[src/rtl/multicycle_ctrl_unit.sv]
// Multicycle control unit: FETCH-DECODE-EXEC-WB sequencer with
// maskable interrupt entry (EPC save), RETI and HALT.
module multicycle_ctrl_unit #(
    parameter int           DW       = 8,
    parameter int           AW       = 8,
    parameter int           RSEL     = 2,
    parameter logic [AW-1:0] IRQ_VEC = 8'hFD,
    parameter bit           IE_RESET = 1'b1,
    localparam int          IW       = 4 + 2 * RSEL
) (
    input  logic            clk,
    input  logic            reset,
    input  logic            irq_req,
    output logic            irq_ack,
    input  logic [IW-1:0]   instr_data,
    input  logic [AW-1:0]   pc_addr,
    output logic            pc_inc,
    output logic            pc_jump,
    output logic [AW-1:0]   pc_jmpaddr,
    output logic [RSEL-1:0] regfile_read1,
    output logic [RSEL-1:0] regfile_read2,
    input  logic [DW-1:0]   regfile_out1,
    input  logic [DW-1:0]   regfile_out2,
    output logic [RSEL-1:0] regfile_writereg,
    output logic [DW-1:0]   regfile_data,
    output logic            regfile_op,
    output logic [3:0]      alu_opcode,
    input  logic [DW-1:0]   alu_out,
    output logic [AW-1:0]   usermem_address,
    output logic [DW-1:0]   usermem_data,
    input  logic [DW-1:0]   usermem_rdata,
    output logic            rw,
    output logic            halted,
    output logic            in_isr
);

    typedef enum logic [2:0] {
        S_FETCH, S_DECODE, S_EXEC, S_WB, S_INT, S_HALT
    } state_t;

    state_t          r_state, w_state_n;
    logic [IW-1:0]   r_instr, w_instr_n;
    logic [AW-1:0]   r_epc, w_epc_n;
    logic            r_ie, w_ie_n;
    logic            r_in_isr, w_in_isr_n;

    logic [3:0]      w_op;
    logic [RSEL-1:0] w_rd;
    logic [RSEL-1:0] w_rs;
    logic            w_is_alu;
    logic            w_irq;

    // Data words become addresses by truncation or zero-extension.
    function automatic logic [AW-1:0] to_addr(input logic [DW-1:0] d);
        return AW'(d);
    endfunction

    assign w_op     = r_instr[IW-1:IW-4];
    assign w_rd     = r_instr[2*RSEL-1:RSEL];
    assign w_rs     = r_instr[RSEL-1:0];
    assign w_is_alu = (w_op != 4'h0) && !w_op[3];
    assign w_irq    = irq_req && r_ie && !r_in_isr;
    assign in_isr   = r_in_isr;

    always_ff @(posedge clk or posedge reset) begin
        if (reset) begin
            r_state  <= S_FETCH;
            r_instr  <= '0;
            r_epc    <= '0;
            r_ie     <= IE_RESET;
            r_in_isr <= 1'b0;
        end else begin
            r_state  <= w_state_n;
            r_instr  <= w_instr_n;
            r_epc    <= w_epc_n;
            r_ie     <= w_ie_n;
            r_in_isr <= w_in_isr_n;
        end
    end

    always_comb begin
        w_state_n        = r_state;
        w_instr_n        = r_instr;
        w_epc_n          = r_epc;
        w_ie_n           = r_ie;
        w_in_isr_n       = r_in_isr;
        irq_ack          = 1'b0;
        pc_inc           = 1'b0;
        pc_jump          = 1'b0;
        pc_jmpaddr       = '0;
        regfile_read1    = '0;
        regfile_read2    = '0;
        regfile_writereg = '0;
        regfile_data     = '0;
        regfile_op       = 1'b0;
        alu_opcode       = 4'h0;
        usermem_address  = '0;
        usermem_data     = '0;
        rw               = 1'b0;
        halted           = 1'b0;
        // Read selects and ALU op stay stable from DECODE through WB.
        if (r_state == S_DECODE || r_state == S_EXEC || r_state == S_WB) begin
            regfile_read1 = w_rd;
            regfile_read2 = w_rs;
            if (w_is_alu) alu_opcode = w_op;
        end
        case (r_state)
            S_FETCH: begin
                if (w_irq) begin
                    w_state_n = S_INT;
                end else begin
                    w_instr_n = instr_data;
                    w_state_n = S_DECODE;
                end
            end
            S_DECODE: w_state_n = S_EXEC;
            S_EXEC: begin
                w_state_n = S_WB;
                if (w_op == 4'h8) begin
                    usermem_address = to_addr(regfile_out2);
                end else if (w_op == 4'h9) begin
                    usermem_address = to_addr(regfile_out1);
                    usermem_data    = regfile_out2;
                    rw              = 1'b1;
                end
            end
            S_WB: begin
                w_state_n = S_FETCH;
                if (w_is_alu) begin
                    regfile_op       = 1'b1;
                    regfile_writereg = w_rd;
                    regfile_data     = alu_out;
                    pc_inc           = 1'b1;
                end else begin
                    case (w_op)
                        4'h8: begin
                            usermem_address  = to_addr(regfile_out2);
                            regfile_op       = 1'b1;
                            regfile_writereg = w_rd;
                            regfile_data     = usermem_rdata;
                            pc_inc           = 1'b1;
                        end
                        4'hA: begin
                            pc_jump    = 1'b1;
                            pc_jmpaddr = to_addr(regfile_out2);
                        end
                        4'hB: begin
                            if (regfile_out1 == '0) begin
                                pc_jump    = 1'b1;
                                pc_jmpaddr = to_addr(regfile_out2);
                            end else begin
                                pc_inc = 1'b1;
                            end
                        end
                        4'hC: begin
                            w_ie_n = 1'b1;
                            pc_inc = 1'b1;
                        end
                        4'hD: begin
                            w_ie_n = 1'b0;
                            pc_inc = 1'b1;
                        end
                        4'hE: begin
                            pc_jump    = 1'b1;
                            pc_jmpaddr = r_epc;
                            w_in_isr_n = 1'b0;
                        end
                        4'hF: begin
                            pc_inc    = 1'b1;
                            w_state_n = S_HALT;
                        end
                        default: pc_inc = 1'b1;
                    endcase
                end
            end
            S_INT: begin
                // pc_addr already points past the interrupted instruction.
                w_epc_n    = pc_addr;
                pc_jump    = 1'b1;
                pc_jmpaddr = IRQ_VEC;
                irq_ack    = 1'b1;
                w_in_isr_n = 1'b1;
                w_state_n  = S_FETCH;
            end
            S_HALT: begin
                halted = 1'b1;
                if (irq_req && r_ie) w_state_n = S_INT;
            end
            default: w_state_n = S_FETCH;
        endcase
    end

endmodule

[config.mk]
export PLATFORM = sky130hd
export DESIGN_NAME = multicycle_ctrl_unit
export DESIGN_NICKNAME = d
export VERILOG_FILES = /design/src/rtl/multicycle_ctrl_unit.sv
export SDC_FILE = /design/constraint.sdc
export NUM_CORES = 1
export LEC_CHECK = 0
export CAP_MARGIN = 15
export CORE_ASPECT_RATIO = 0.6
export CORE_UTILIZATION = 39
export CTS_CLUSTER_DIAMETER = 40
export DETAILED_ROUTE_END_ITERATION = 16
export PLACE_DENSITY = 0.86
export SYNTH_ARGS = -nofsm -noshare
export SYNTH_HDL_FRONTEND = slang
export SYNTH_SLANG_ARGS = --single-unit
[constraint.sdc]
create_clock -name clk -period 3.7 [get_ports clk]
set_input_delay 0.74 -clock clk [delete_from_list [all_inputs] [get_ports clk]]
set_output_delay 0.74 -clock clk [all_outputs]
set_load 0.05 [all_outputs]
==> run_results.csv <==
group,metric,value,unit
critical_path,r2r_setup_slack,2.15,ns
final_layout,final_cell_mix,"89 x clkdlybuf4s50_1, 20 x dfrtp_1, 16 x mux2_2, 10 x o21ai_0",
clock_network,worstSkewPairLatency,0.25,ns
floorplanning,core_area,3701,µm²
global_route,grt_pass1_vias,1458,
clock_network,cts_hold_buf,0,
routing,drc,0,
sta,rsz0062_at_grt,"no",
routing,drtIter0Drc,45,
placement,dp.cells,287,
critical_path,path_class,"reg -> out",
floorplanning,die_h,50.42,µm
critical_path,start_kind,"flop",
routing,via_count,1557,
sta,setup_viol,0,
synth,ys_types,40,
synth,synth_area_leaders,"dfrtp_1 33%, mux2_2 12%, a22o_2 5.3%",
clock_network,path_clk_slew,0.08,ns
floorplanning,die_x,82.70,µm
floorplanning,start_util,0.4118,
clock_network,htree_levels,1,
run_status,status,"complete, no violations",
clock_network,cts_buffer_depth,2,
placement,port_buffers,98,
synth,async_flop_share,1.000,
global_route,grt_pass1_wl,7217,µm
power_and_ir_drop,p_leak,1.042,nW
global_route,overflow,0,
critical_path,end_kind,"output pin",
sta,final-max-slew-violation-count,0,
critical_path,path_max_fanout,10,
synth,synthFlopType,"dfrtp_1",
floorplanning,num_io_pins,100,
synth,syn_inst,154,
final_layout,fill_cells,303,
synth,ys_ff_latch,21,
clock_network,cts.sinks,21,
synth,ys_seq_area_frac,0.3456,
sta,tns,0,ns
run,cap_violations,0,
placement,gp_congestion,0.7675,
routing,wl_per_cell,16.11,µm
final_layout,drive_gt1_frac,0.2418,
critical_path,required,2.96,ns
clock_network,postCtsSetupRepairBufs,0,
sta,min_period,3.386,ns
synth,yosys_warnings,0,
sta,relSlewSlack,0.4768,
hold_path,hold_path_class,"reg -> reg",
power_and_ir_drop,ir_drop,0.9139,mV
routing,viasPerCell,5.351,
floorplanning,num_rows,17,
power_and_ir_drop,cellPowerDensity,758.9,nW/µm²
critical_path,worst_ep_arrival_time,2.65,ns
floorplanning,dieArea,4170,µm²
routing,firstDrtPassIters,4,
synth,synth_top_cell_by_area,"dfrtp_1",
synth,synth_edf_count,0,
synth,syn_avg_cell_area,9.896,µm²
final_layout,final_common_cell,"clkdlybuf4s50_1",
placement,placed_cell_area,2581,µm²
sta,hold_violations,0,
clock_network,post_cts_resized,0,
synth,synth_nets,205,
final_layout,diodes,0,
synth,yosysTopAreaCellShare,0.3284,
sta,clock_skew,0.001871,ns
sta,tightestPinTransition,0.7839,ns
clock_network,cts_root_buf,"clkbuf_8",
synth,syn_area,1524,µm²
final_layout,syn2layout_area_growth,72.33,%
clock_network,cts_tree,"done",
routing,wirelength,4689,µm
hold_path,hold_depth,2,
global_route,antenna_found_initial,0,
critical_path,r2r_cells,3,
clock_network,numCtsBuffers,3,
final_layout,instances_no_fill,291,
final_layout,fin_nets,296,
placement,dp_hpwl,3733,µm
routing,antenna_left,0,
sta,finalCritPeriodShare,0.9152,
global_route,grtUsageTotal,0.2332,
global_route,grt_max_degree,22,
final_layout,final_cell_area,2626,µm²
sta,max_freq,0.2953,GHz
## Yosys cell counts, types with 2 or more instances
cell type / instances
nand2_1: 2
nor2_1: 3
mux2_2: 16
and2_2: 8
and4b_1: 2
inv_1: 2
buf_6: 2
nor3_1: 3
buf_4: 3
and4b_2: 2
clkbuf_1: 2
nand3b_1: 3
and2_1: 9
a22o_2: 8
nor4_1: 3
a22o_1: 8
dfrtp_1: 20
a31oi_1: 8
o21ai_0: 10
buf_2: 10
nor2b_1: 2
and3b_1: 2
nand3_1: 9
## cell families after synthesis
group | count (synthesis) | synth area share
simple gates | 54 | 0.2455
compound gates | 41 | 0.2036
flops | 21 | 0.3457
buf+inv | 19 | 0.07225
mux | 17 | 0.1248
xor+xnor | 1 | 0.005748
other cells | 1 | 0.002461
## layer usage
layer  global-route usage  up-vias  part of all wire
met4              0.04885        0            0.0055
met1               0.3333      736              0.48
li1                     -      752                 -
met2               0.3456       67              0.41
met3              0.06909        2              0.10
met5                    0        -                 0
## metrics by stage
stage                     hold slack [ns]  power (mW)  setup slack (ns)  utilization
after floorplan                    0.4483       1.405            0.4931            -
after global placement             0.4609       1.813            0.4511       0.6974
after detailed placement           0.4767       1.844            0.4490       0.6974
after CTS                          0.4886       1.996            0.3086       0.7096
after global routing               0.5184       2.105            0.1529       0.7096
final                              0.4849       1.993            0.3139       0.7096
## path summary, 6_finish.rpt
kind                                 start              end
worst min register to register        r_ie             r_ie
max in group asynchronous            reset         r_epc[1]
worst max-delay path            r_state[0]  regfile_data[2]
worst max register to register  r_state[0]       r_instr[6]
min in group asynchronous            reset       r_instr[2]
worst min-delay path                  r_ie             r_ie
## where the power goes
group | internal (mW) | switching (mW) | leakage (nW)
sequential | 0.349 | 0.151 | 0.258
combinational | 0.557 | 0.789 | 0.761
clock | 0.0765 | 0.0712 | 0.0228
## worst max-delay path, stage by stage, from the launching register on
cell             delay, ns
dfrtp_1               0.57
nand3b_1              0.28
nor3_2                0.51
a22o_1                0.23
clkdlybuf4s50_1       0.80
## flip-flops by register name, summed over array words and instances, names as in the netlist
| signal | flops |
|---|---|
| r_epc | 8 |
| r_instr | 8 |
| r_state | 3 |
| in_isr | 1 |
| r_ie | 1 |
## cell type report
type | instances | area (µm²) | share of cell area
multi-input cells | 114 | 892.1 | 0.3397
repair buffers | 103 | 1096 | 0.4173
inverters | 2 | 7.507 | 0.002859
well taps | 47 | 58.81 | 0.02239
clock buffers | 4 | 45.04 | 0.01715
flip-flops and latches | 21 | 526.8 | 0.2006
Note: power is estimated with default switching activity, not from simulation.
